--- src/rtl/ifetch_unit.sv ---
// Instruction-fetch front end: one outstanding bus request, small PC/instr FIFO toward decode.
// Optional perf counters (perf_fetched/perf_flushed) are compiled in with `define IFETCH_PERF_EN.
module ifetch_unit #(
  parameter logic [63:0] RESET_PC  = 64'h0000_0000_8000_0000,
  parameter int          BUF_DEPTH = 2
) (
  input  logic        clk,
  input  logic        reset,
  output logic        ibus_valid,
  output logic [63:0] ibus_addr,
  input  logic        ibus_addr_ok,
  input  logic        ibus_data_ok,
  input  logic [31:0] ibus_data,
  input  logic        redirect_valid,
  input  logic [63:0] redirect_pc,
  output logic        out_valid,
  input  logic        out_ready,
  output logic [63:0] out_pc,
  output logic [31:0] out_instr
`ifdef IFETCH_PERF_EN
  ,
  output logic [63:0] perf_fetched,
  output logic [63:0] perf_flushed
`endif
);

  localparam int PTR_W = (BUF_DEPTH > 1) ? $clog2(BUF_DEPTH) : 1;
  localparam int CNT_W = PTR_W + 1;

  localparam logic [1:0] S_IDLE      = 2'd0;
  localparam logic [1:0] S_WAIT_ADDR = 2'd1;
  localparam logic [1:0] S_WAIT_DATA = 2'd2;
  localparam logic [1:0] S_DISCARD   = 2'd3;

  logic [1:0]       state_q, state_d;
  logic [63:0]      pc_q, pc_d;
  logic [63:0]      addr_q, addr_d;
  logic [63:0]      req_pc_q, req_pc_d;
  logic             pend_q, pend_d;
  logic [PTR_W-1:0] wr_ptr_q, rd_ptr_q;
  logic [CNT_W-1:0] count_q;
  logic [63:0]      pc_mem [BUF_DEPTH];
  logic [31:0]      instr_mem [BUF_DEPTH];

  logic        push, drop, pop;
  logic [63:0] push_pc;

  assign ibus_valid = (state_q == S_WAIT_ADDR);
  assign ibus_addr  = addr_q;
  assign out_valid  = (count_q != '0);
  assign out_pc     = out_valid ? pc_mem[rd_ptr_q]    : '0;
  assign out_instr  = out_valid ? instr_mem[rd_ptr_q] : '0;
  // A redirect flushes the FIFO, so a pop in that cycle is moot.
  assign pop        = out_valid && out_ready && !redirect_valid;
  assign push_pc    = (state_q == S_WAIT_DATA) ? req_pc_q : addr_q;

  always_comb begin
    state_d  = state_q;
    pc_d     = pc_q;
    addr_d   = addr_q;
    req_pc_d = req_pc_q;
    pend_d   = pend_q;
    push     = 1'b0;
    drop     = 1'b0;
    case (state_q)
      S_IDLE: begin
        if (!redirect_valid && (count_q < CNT_W'(BUF_DEPTH))) begin
          state_d = S_WAIT_ADDR;
          addr_d  = pc_q;
        end
      end
      S_WAIT_ADDR: begin
        if (ibus_addr_ok) begin
          pend_d = 1'b0;
          // A request accepted after a redirect is stale: drop its data, keep the new pc.
          if (redirect_valid || pend_q) begin
            if (ibus_data_ok) begin
              drop    = 1'b1;
              state_d = S_IDLE;
            end else begin
              state_d = S_DISCARD;
            end
          end else begin
            pc_d     = addr_q + 64'd4;
            req_pc_d = addr_q;
            if (ibus_data_ok) begin
              push    = 1'b1;
              state_d = S_IDLE;
            end else begin
              state_d = S_WAIT_DATA;
            end
          end
        end else if (redirect_valid) begin
          pend_d = 1'b1;
        end
      end
      S_WAIT_DATA: begin
        if (ibus_data_ok) begin
          push    = !redirect_valid;
          drop    = redirect_valid;
          state_d = S_IDLE;
        end else if (redirect_valid) begin
          state_d = S_DISCARD;
        end
      end
      default: begin
        if (ibus_data_ok) begin
          drop    = 1'b1;
          state_d = S_IDLE;
        end
      end
    endcase
    if (redirect_valid) pc_d = redirect_pc & ~64'h3;
  end

  always_ff @(posedge clk or posedge reset) begin
    if (reset) begin
      state_q  <= S_IDLE;
      pc_q     <= RESET_PC;
      addr_q   <= RESET_PC;
      req_pc_q <= RESET_PC;
      pend_q   <= 1'b0;
    end else begin
      state_q  <= state_d;
      pc_q     <= pc_d;
      addr_q   <= addr_d;
      req_pc_q <= req_pc_d;
      pend_q   <= pend_d;
    end
  end

  always_ff @(posedge clk or posedge reset) begin
    if (reset) begin
      wr_ptr_q <= '0;
      rd_ptr_q <= '0;
      count_q  <= '0;
    end else if (redirect_valid) begin
      wr_ptr_q <= '0;
      rd_ptr_q <= '0;
      count_q  <= '0;
    end else begin
      if (push) wr_ptr_q <= wr_ptr_q + PTR_W'(1);
      if (pop)  rd_ptr_q <= rd_ptr_q + PTR_W'(1);
      count_q <= count_q + CNT_W'(push) - CNT_W'(pop);
    end
  end

  // Storage is data-only; visibility is governed by count_q.
  always_ff @(posedge clk) begin
    if (push) begin
      pc_mem[wr_ptr_q]    <= push_pc;
      instr_mem[wr_ptr_q] <= ibus_data;
    end
  end

`ifdef IFETCH_PERF_EN
  always_ff @(posedge clk or posedge reset) begin
    if (reset) begin
      perf_fetched <= '0;
      perf_flushed <= '0;
    end else begin
      perf_fetched <= perf_fetched + 64'(push);
      perf_flushed <= perf_flushed + 64'(drop) + (redirect_valid ? 64'(count_q) : 64'd0);
    end
  end
`endif

endmodule
--- config.mk ---
export PLATFORM = sky130hd
export DESIGN_NAME = ifetch_unit
export DESIGN_NICKNAME = d
export VERILOG_FILES = /design/src/rtl/ifetch_unit.sv
export SDC_FILE = /design/constraint.sdc
export NUM_CORES = 1
export LEC_CHECK = 0
export ABC_CLOCK_PERIOD_IN_PS = 18400
export CAP_MARGIN = 20
export CORE_AREA = 5 5 275 143
export DETAILED_ROUTE_END_ITERATION = 7
export DIE_AREA = 0 0 280 148
export DONT_BUFFER_PORTS = 1
export PLACE_DENSITY = 0.73
export RECOVER_POWER = 100
export SLEW_MARGIN = 20
export SYNTH_ARGS = -nofsm -noshare
export SYNTH_HDL_FRONTEND = slang
export SYNTH_SLANG_ARGS = --single-unit
--- constraint.sdc ---
create_clock -name clk -period 18.4 [get_ports clk]
set_clock_uncertainty 0.15 [all_clocks]
set_input_delay 2.76 -clock clk [delete_from_list [all_inputs] [get_ports clk]]
set_output_delay 2.76 -clock clk [all_outputs]
set_load 0.02 [all_outputs]
==> results of run 1 <==
## worst max-delay path, delay by kind of cell, from the launching register on
family	cells	cell delay [ps]
flip-flops	1	2140
buffers and inverters	1	3010
AND/OR/NAND/NOR	1	500
multiplexers	1	440
## cell type report
cell class	instances	area (um^2)
fillers	3225	17900
flip-flops and latches	391	10700
multi-input cells	952	6120
clock buffers	51	1010
well taps	494	618
clock inverters	15	131
repair buffers	17	83.8
inverters	18	68.8
diodes	3	7.51
## Yosys cell counts, types with 2 or more instances
library cell / count / area (um^2)
a211oi_1: 3 / 22.5
a21o_1: 2 / 15.0
a21oi_1: 31 / 155
and2_1: 3 / 18.8
and3_1: 22 / 138
and4_1: 5 / 43.8
and4_4: 2 / 22.5
buf_1: 8 / 30.0
buf_2: 5 / 25.0
bufbuf_16: 2 / 65.1
clkbuf_1: 72 / 270
clkbuf_2: 2 / 10.0
dfrtp_1: 196 / 4900
dfstp_2: 3 / 78.8
edfxtp_1: 192 / 5770
ha_1: 7 / 87.6
inv_1: 18 / 67.6
mux2_2: 112 / 1260
mux2i_1: 108 / 1080
nand2_1: 293 / 1100
nand3_1: 19 / 95.1
nand3b_1: 2 / 15.0
nand4_1: 14 / 87.6
nor2_1: 137 / 514
nor3_1: 14 / 70.1
nor3b_1: 2 / 15.0
nor4_1: 5 / 31.3
nor4_2: 3 / 37.5
nor4_4: 3 / 63.8
o21ai_0: 56 / 280
o21ai_1: 2 / 10.0
o221ai_1: 20 / 175
o221ai_2: 2 / 30.0
o31ai_1: 5 / 37.5
or2_2: 3 / 18.8
or3_1: 3 / 18.8
or4_1: 2 / 15.0
xnor2_1: 33 / 289
xor2_1: 24 / 210
## worst min-delay path by stage
| stage | startpoint | end | slack (ps) | cells past startpoint |
|---|---|---|---|---|
| after floorplan | req_pc_q[31]$_DFFE_PP1P_ | req_pc_q[31]$_DFFE_PP1P_ | 290 | 2 |
| after global placement | req_pc_q[31]$_DFFE_PP1P_ | req_pc_q[31]$_DFFE_PP1P_ | 300 | 2 |
| after detailed placement | req_pc_q[31]$_DFFE_PP1P_ | req_pc_q[31]$_DFFE_PP1P_ | 300 | 2 |
| after CTS | req_pc_q[31]$_DFFE_PP1P_ | req_pc_q[31]$_DFFE_PP1P_ | 310 | 2 |
| after global routing | req_pc_q[31]$_DFFE_PP1P_ | req_pc_q[31]$_DFFE_PP1P_ | 330 | 2 |
| final | req_pc_q[31]$_DFFE_PP1P_ | req_pc_q[31]$_DFFE_PP1P_ | 310 | 2 |
## registers in the layout, summed over array words and instances (netlist names)
name and count:
count_q 2, ibus_addr 64, instr_mem 64, pc_mem 128, pc_q 64, pend_q 1, rd_ptr_q 1, req_pc_q 64
state_q 2, wr_ptr_q 1
## power groups by stage
stage / combinational (mW) / clock (mW) / sequential [mW]
2_1_floorplan: 0.541 / 0 / 1.36
3_3_place_gp: 0.602 / 0 / 1.45
3_5_place_dp: 0.630 / 0 / 1.47
4_1_cts: 0.633 / 0.758 / 1.45
5_1_grt: 0.696 / 0.796 / 1.47
6_report: 0.631 / 0.739 / 1.45
## metal layers
metal / up-vias / GRT usage (%) / routed length [um]
met5: - / 0 / 13
met4: 2 / 4.42 / 668
met3: 53 / 5.74 / 3380
met2: 323 / 32.8 / 20500
met1: 5639 / 30.1 / 20100
li1: 5021 / - / -
## logic make-up after synthesis
family          synth area share (%)
simple gates                    13.7
flops                           62.0
xor+xnor                        2.88
compound gates                  4.58
buf+inv                         2.84
fa+ha+maj                      0.505
mux                             13.5
## cell usage in the layout, fill, tap and decap left out, drive strengths merged, types with 4 or more instances in the layout
master,count
mux2i,108
nor3,15
nor4,11
o31ai,5
or3,4
nand4,15
ha,7
xor2,24
xnor2,33
o21ai,58
inv,19
edfxtp,192
and3,23
a21oi,31
clkbuf,66
nand3,19
mux2,112
nor2,137
dfrtp,196
o221ai,22
clkinv,10
and4,7
nand2,293
==> impl_metrics.toml, run 1 <==
[worst_setup_path]
worstReg2RegStart = "state_q[1]$_DFFE_PP0P_"
critPathMaxFanout = 57
r2r_slack_ps = 11110
crit_type = "flip-flop to output pin"
slowest_stage = "clkbuf_1"
crit_path_end_kind = "output pin"
crit_end = "out_pc[0]"
slowest_delay_ps = 3010
crit_chain = "clkbuf_1, mux2i_1, nor2_1"
worstSetupStartpoint = "rd_ptr_q$_DFFE_PP0P_"
rr_worst_depth = 10
cp.arrival_ps = 6790
cp.required_ps = 15490
timing.rr.end = "pc_q[60]$_DFFE_PP0P_"
start_kind = "flip-flop"

[timing]
worst_slack_ps = 8700
timing.final.crit_share_pct = 52.7
hold_violations = 0
finalSetupTns_ps = 0
slew_headroom_pct = -215
slew_violations = 906
holdWs_ps = 313
period_needed_ps = 9700
setup_viol = 0
max_freq_ghz = 0.103
grt_setup_unrepaired = "no"
worstMarginPinSlew_ps = 4720

[floorplan]
io_pins = 264
floorplan.initialDensity_pct = 47.3
core_area_um2 = 36700
die_h_um = 148
rows = 50
die_x_um = 280
dieArea_um2 = 41400

[logic_synthesis]
synth_edf_count = 192
synth_nets = 1561
yosysWarnings = 0
synth.distinct_cells = 56
synth-main-ff-cell = "dfrtp_1"
synth_area_um2 = 17300
ys_seq_area_share_pct = 62.0
synthArstFlopShare_pct = 50.9
ys_ff_latch = 391
synthCells = 1452
avgSynthCellArea_um2 = 11.9

[layout]
final_layout_size_suffix_gt1_share_pct = 10.8
area_growth_pct = 8.34
nets = 1525
stdcell_area_um2 = 18800
fin_util_pct = 51.3
fin_cells = 1941

[clock_network]
cts-root-buf = "clkbuf_16"
cts_tree = "done"
cts-resized-gates = 0
postCtsSetupBuffers = 0
clkLatencyLatePin_ps = 530
htreeDepth = 2
hold_buffers = 0
cts_buffer_depth = 3
path_clk_slew_ps = 70
numCtsBuffers = 36
cts_sinks = 391

[drt]
wirelength_um = 44700
initialDrtViolationCount = 849
vias = 11000
antenna_left = 0
drt-pass1-iter-count = 5
vias_per_cell = 5.69
drc = 0
wl_per_cell_um = 23.0

[power_and_ir_drop]
power.density_nw_per_um2 = 150
intPower_mw = 1.83
seq_power_share_pct = 51.4
power_frac_comb_pct = 22.4
switching_power_mw = 0.991
ir_drop_v = 0.0000716
clockPowerShare_pct = 26.2
finalPower_mw = 2.82
power.leakage_nw = 7.15
p_sw_share_pct = 35.2

[placed_design]
gp_congestion = 0.778
dp.cells = 1872
io_buffers = 0
place_hpwl_um = 28600
dpl_cell_area_um2 = 17800
post-place-ws_ps = 12190

[global_routing]
gr-total-overflow = 0
antenna_found_initial = 4
grt_pass1_wl_um = 68000
grt_usage_pct = 21.1
grt_max_degree = 125
grt_pass1_vias = 11100

[min_path]
hold_class = "flip-flop to flip-flop"

[job]
maxCapViolCount = 17

[outcome]
failed_checks = "capacitance limit, slew limit"
outcome = "complete, but fails checks"
No activity file was read; power rests on OpenSTA's default activity.
==> inputs of run 2 (changes only) <==
- ABC_AREA: unset -> 1
- ABC_CLOCK_PERIOD_IN_PS: 18400 -> 8900
- CORE_AREA: 5 5 275 143 -> 5 5 279 145
- DIE_AREA: 0 0 280 148 -> 0 0 284 150
- PLACE_DENSITY: 0.73 -> 0.76
- clock period: 18.4 -> 8.9 ns (I/O delays scaled with it)
==> run 2 against run 1 <==
  * The flow still finishes with violations (capacitance limit, slew limit)
  * First-iteration DRC count rose by 100%
  * Non-clock buffer count decreased by 3
  * Hold slack improved by 20 ps
  * Register-to-register slack got worse by 8200 ps
  * Final area rose by 3.1%
  * Flip-flop and latch count unchanged
  * Sequential share of layout area decreased by 1.7 points
  * Synthesized area grew 2.5%
  * Critical endpoint is now pc_q[14]$_DFFE_PP0P_
  * Highest routed layer unchanged
==> impl_metrics.toml, run 2 <==
[power_and_ir_drop]
finalPower_mw = 6.15
power_frac_comb_pct = 24.6
p_sw_share_pct = 39.8
ir_drop_v = 0.000131
power.leakage_nw = 7.99
intPower_mw = 3.70
switching_power_mw = 2.45
power.density_nw_per_um2 = 318
clockPowerShare_pct = 26.4
seq_power_share_pct = 49.0

[clock_network]
cts_tree = "done"
cts-root-buf = "clkbuf_16"
cts-resized-gates = 0
path_clk_slew_ps = 60
cts_buffer_depth = 3
htreeDepth = 2
clkLatencyLatePin_ps = 540
postCtsSetupBuffers = 0
numCtsBuffers = 37
hold_buffers = 0
cts_sinks = 391

[global_routing]
grt_pass1_wl_um = 80200
grt_usage_pct = 24.5
gr-total-overflow = 0
antenna_found_initial = 2
grt_max_degree = 142
grt_pass1_vias = 12900

[layout]
stdcell_area_um2 = 19400
final_layout_size_suffix_gt1_share_pct = 5.39
final_cell_mix = "nand2_1 (622), dfrtp_1 (196), o21ai_0 (194)"
fin_util_pct = 51.0
nets = 2047
regMostFlops = "pc_mem"
antenna_cells = 0
area_growth_pct = 8.92
fin_cells = 2470
largest_reg_flops = 128
layout_commonest_cell = "nand2_1"

[drt]
wl_per_cell_um = 21.6
initialDrtViolationCount = 1732
drt-pass1-iter-count = 6
vias_per_cell = 5.57
vias = 13800
antenna_left = 0
wirelength_um = 53300
drc = 0

[timing]
holdWs_ps = 333
worstMarginPinSlew_ps = 3420
max_freq_ghz = 0.167
hold_violations = 0
finalSetupTns_ps = 0
period_needed_ps = 5990
worst_slack_ps = 2910
slew_violations = 595
timing.final.crit_share_pct = 67.3
grt_setup_unrepaired = "no"
setup_viol = 0
slew_headroom_pct = -128

[floorplan]
dieArea_um2 = 42600
rows = 51
floorplan.initialDensity_pct = 46.8
die_x_um = 284
die_h_um = 150
core_area_um2 = 38000
io_pins = 264

[worst_setup_path]
worstReg2RegStart = "state_q[1]$_DFFE_PP0P_"
slowest_stage = "clkbuf_1"
critPathMaxFanout = 80
worstSetupStartpoint = "state_q[1]$_DFFE_PP0P_"
slowest_delay_ps = 2470
crit_chain = "inv_1, ha_1, inv_1, nor2_1, nand3_1, clkbuf_1, nor2_1, nand2_1, o2111ai_1"
crit_path_end_kind = "flip-flop"
crit_type = "flip-flop to flip-flop"
cp.arrival_ps = 6160
start_kind = "flip-flop"
cp.required_ps = 9070

[job]
maxCapViolCount = 12

[logic_synthesis]
synth-main-ff-cell = "dfrtp_1"
synth.distinct_cells = 43
synth_edf_count = 192
synth_top_area_share_pct = 32.4
synth_top_area_cell = "edfxtp_1"
synth_nets = 2092
yosysMostFrequentCell = "nand2_1"
yosysWarnings = 0
synthCells = 1983
synth_area_leaders = "edfxtp_1 (32%), dfrtp_1 (28%), nand2_1 (13%)"
ys_ff_latch = 391
synthArstFlopShare_pct = 50.9
synthTopCellsByCount = "nand2_1 (623), dfrtp_1 (196), nor2_1 (193)"
avgSynthCellArea_um2 = 8.97
synth_area_um2 = 17800
ys_seq_area_share_pct = 60.4

[placed_design]
io_buffers = 0
dp.cells = 2400
gp_congestion = 0.985
place_hpwl_um = 37400
dpl_cell_area_um2 = 18100
post-place-ws_ps = 4210

[min_path]
hold_class = "flip-flop to flip-flop"
min_from = "pc_q[60]$_DFFE_PP0P_"

[outcome]
outcome = "complete, but fails checks"
failed_checks = "capacitance limit, slew limit"
-- run 2: changes by cell type after synthesis, moves of 19 or more --
cell / before / now
o221ai_1: 20 / 1
o21ai_0: 56 / 189
a21oi_1: 31 / 141
xnor2_1: 33 / 2
inv_1: 18 / 142
buf_2: 5 / 24
nor2_1: 137 / 193
nand3_1: 19 / 71
and3_1: 22 / 0
mux2_2: 112 / 0
mux2i_1: 108 / 1
nand2_1: 293 / 623
-- run 2: routing by layer --
| layer | share of wire (%) | GRT usage, % | routed length (um) | up-vias |
|---|---|---|---|---|
| li1 | - | - | - | 6412 |
| met1 | 44 | 36.2 | 23500 | 6613 |
| met4 | 1.8 | 4.52 | 933 | 2 |
| met3 | 12 | 8.92 | 6480 | 64 |
| met2 | 42 | 34.9 | 22300 | 664 |
| met5 | 0.024 | 0 | 13 | - |
-- run 2: kinds of logic (layout without fill, tap and decap cells) --
group	after synthesis	in the layout	share of synthesized area [%]
AND/OR/NAND/NOR	947	947	21.9
flip-flops	391	391	60.4
AO/OA/AOI/OAI	375	375	11.0
buffers and inverters	252	236	5.60
XOR/XNOR	10	10	0.493
adder cells (fa/ha/maj)	7	7	0.493
multiplexers	1	1	0.0563
-- run 2: worst max-delay path, delay by kind of cell (launching register included) --
kind / cells / cell delay (ps)
AOI/OAI and AO/OA: 1 / 140
adders and majority gates: 1 / 340
buffers and inverters: 3 / 2750
DFF: 1 / 400
and+or+nand+nor: 4 / 1970
-- run 2: worst paths after layout --
kind,to,slack (ps),depth (start not counted)
worst max-delay path,pc_q[14]$_DFFE_PP0P_,2910,9
worst min-delay path,pc_q[60]$_DFFE_PP0P_,330,2
worst max register to register,pc_q[14]$_DFFE_PP0P_,2910,9
worst min register to register,pc_q[60]$_DFFE_PP0P_,330,2
max in group asynchronous,req_pc_q[12]$_DFFE_PP0P_,3570,2
min in group asynchronous,ibus_addr[16]$_DFFE_PP0P_,1110,1
-- run 2: final cells by class --
class / count / area (um^2)
Timing Repair Buffer: 14 / 130
Sequential cell: 391 / 10700
Multi-Input combinational cell: 1340 / 6040
Clock inverter: 12 / 168
Inverter: 154 / 581
Clock buffer: 56 / 1070
Fill cell: 3378 / 18600
Tap cell: 503 / 629
-- run 2: power groups by stage --
| stage | Combinational [mW] | Sequential, mW | Clock [mW] |
|---|---|---|---|
| 5_1_grt | 1.71 | 3.06 | 1.73 |
| 6_report | 1.52 | 3.01 | 1.62 |
| 4_1_cts | 1.50 | 3.00 | 1.65 |
| 3_3_place_gp | 1.43 | 3.02 | 0 |
| 3_5_place_dp | 1.49 | 3.03 | 0 |
| 2_1_floorplan | 1.06 | 2.82 | 0 |
==> inputs of run 3 (changes only) <==
- ABC_CLOCK_PERIOD_IN_PS: 8900 -> 5800
- PLACE_DENSITY: 0.76 -> 0.73
- clock period: 8.9 -> 5.8 ns (I/O delays scaled with it)
==> run 3 against run 2 <==
  * Global-route usage fell by 0.088 points
  * Largest cell class unchanged
  * Via count decreased by 0.11%
  * Hold slack lost 110 ps
  * The run still ends with capacitance limit, slew limit left
  * First-iteration DRC count rose by 2.8%
  * Total power is 51% higher
  * Largest power group unchanged
  * Register-to-register slack worse by 1200 ps
  * Sequential power is 53% higher
  * Die area unchanged
  * Highest routed layer unchanged
  * Sequential share of layout area rose by 0.091 points
  * Critical path depth is 6 lower
  * Final area fell by 0.13%
  * Flip-flop and latch count unchanged
  * Critical endpoint is now out_pc[19]
==> impl_metrics.toml, run 3 (synthesized netlist as in run 2, its figures left out) <==
[worst_setup_path]
worstSetupStartpoint = "count_q[1]$_DFF_PP0_"
rr_worst_depth = 8
cp.arrival_ps = 3550
crit_end = "out_pc[19]"
cp.required_ps = 4780
start_kind = "flip-flop"
timing.rr.end = "pc_q[5]$_DFFE_PP0P_"
crit_type = "flip-flop to output pin"
crit_path_end_kind = "output pin"
worstReg2RegStart = "state_q[1]$_DFFE_PP0P_"
critPathMaxFanout = 42
r2r_slack_ps = 1690

[global_routing]
antenna_found_initial = 1
grt_pass1_vias = 12800
grt_max_degree = 117
grt_usage_pct = 24.4
grt_pass1_wl_um = 79600
gr-total-overflow = 0

[placed_design]
place_hpwl_um = 37600
dpl_cell_area_um2 = 18200
dp.cells = 2404
post-place-ws_ps = 2080
io_buffers = 0
gp_congestion = 0.934

[layout]
area_growth_pct = 8.78
fin_util_pct = 50.9
nets = 2048
final_layout_size_suffix_gt1_share_pct = 5.95
stdcell_area_um2 = 19300
largest_reg_flops = 128
regMostFlops = "pc_mem"
layout_commonest_cell = "nand2_1"
antenna_cells = 0
final_cell_mix = "nand2_1 (622), dfrtp_1 (195), o21ai_0 (193)"
fin_cells = 2469

[clock_network]
path_clk_slew_ps = 70
clkLatencyLatePin_ps = 540
hold_buffers = 0
cts_sinks = 391
cts_tree = "done"
cts_buffer_depth = 3
numCtsBuffers = 36
cts-root-buf = "clkbuf_16"
htreeDepth = 2
cts-resized-gates = 0
postCtsSetupBuffers = 0

[timing]
setup_viol = 0
slew_violations = 318
max_freq_ghz = 0.219
period_needed_ps = 4570
holdWs_ps = 219
slew_headroom_pct = -44.8
hold_violations = 0
worst_slack_ps = 1230
worstMarginPinSlew_ps = 2160
finalSetupTns_ps = 0
timing.final.crit_share_pct = 78.8
grt_setup_unrepaired = "no"

[drt]
vias_per_cell = 5.57
vias = 13700
drc = 0
drt-pass1-iter-count = 6
initialDrtViolationCount = 1780
antenna_left = 0
wl_per_cell_um = 21.4
wirelength_um = 52800

[job]
maxCapViolCount = 5

[outcome]
outcome = "complete, but fails checks"
failed_checks = "capacitance limit, slew limit"

[power_and_ir_drop]
power.leakage_nw = 7.98
intPower_mw = 5.59
clockPowerShare_pct = 25.7
p_sw_share_pct = 40.0
seq_power_share_pct = 49.6
switching_power_mw = 3.73
power.density_nw_per_um2 = 482
finalPower_mw = 9.32
power_frac_comb_pct = 24.7
ir_drop_v = 0.000231

[floorplan]
floorplan.initialDensity_pct = 46.8
dieArea_um2 = 42600
die_x_um = 284
core_area_um2 = 38000
io_pins = 264
die_h_um = 150
rows = 51

[min_path]
hold_class = "input port to async pin"
[run 3: cell count changes in the layout (fill, tap and decap cells not counted), moves of 2 or more]
| cell | before | now |
|---|---|---|
| buf_12 | 0 | 3 |
| buf_16 | 2 | 0 |
| buf_4 | 6 | 9 |
| clkbuf_1 | 17 | 9 |
| clkbuf_2 | 0 | 5 |
| clkinv_2 | 3 | 6 |
| clkinvlp_4 | 0 | 2 |
| inv_6 | 3 | 1 |
[run 3: worst min-delay path by stage]
stage,slack [ps],depth (start not counted),from,endpoint
after floorplan,300,2,req_pc_q[20]$_DFFE_PP0P_,req_pc_q[20]$_DFFE_PP0P_
final,220,1,reset,ibus_addr[17]$_DFFE_PP0P_
after global placement,310,2,req_pc_q[35]$_DFFE_PP0P_,req_pc_q[35]$_DFFE_PP0P_
after CTS,60,1,reset,ibus_addr[17]$_DFFE_PP0P_
after detailed placement,320,2,pc_q[43]$_DFFE_PP0P_,pc_q[43]$_DFFE_PP0P_
after global routing,220,1,redirect_valid,count_q[1]$_DFF_PP0_
[run 3: power groups by stage]
stage	combinational, mW	sequential [mW]	clock (mW)
floorplan	1.63	4.33	0
global placement	2.19	4.62	0
detailed placement	2.27	4.65	0
CTS	2.28	4.59	2.44
global route	2.58	4.68	2.55
finish	2.30	4.62	2.40
[run 3: cell type report]
cell class,instances,area [um^2]
Inverter,154,582
Multi-Input combinational cell,1340,6060
Fill cell,3335,18600
Tap cell,503,629
Clock buffer,52,1030
Timing Repair Buffer,16,146
Clock inverter,13,139
Sequential cell,391,10800
[run 3: critical path, stage by stage, from the launching register on]
cell and delay [ps]:
dfrtp_1 410, nor2_1 1620, buf_4 640, a21oi_1 300
[run 3: metal layers]
| layer | vias to the layer above | global-route usage (%) | wire, um |
|---|---|---|---|
| met1 | 6618 | 36.0 | 23300 |
| met4 | 2 | 5.74 | 1270 |
| met3 | 74 | 9.53 | 6820 |
| li1 | 6428 | - | - |
| met2 | 618 | 33.8 | 21400 |
| met5 | - | 0 | 7 |
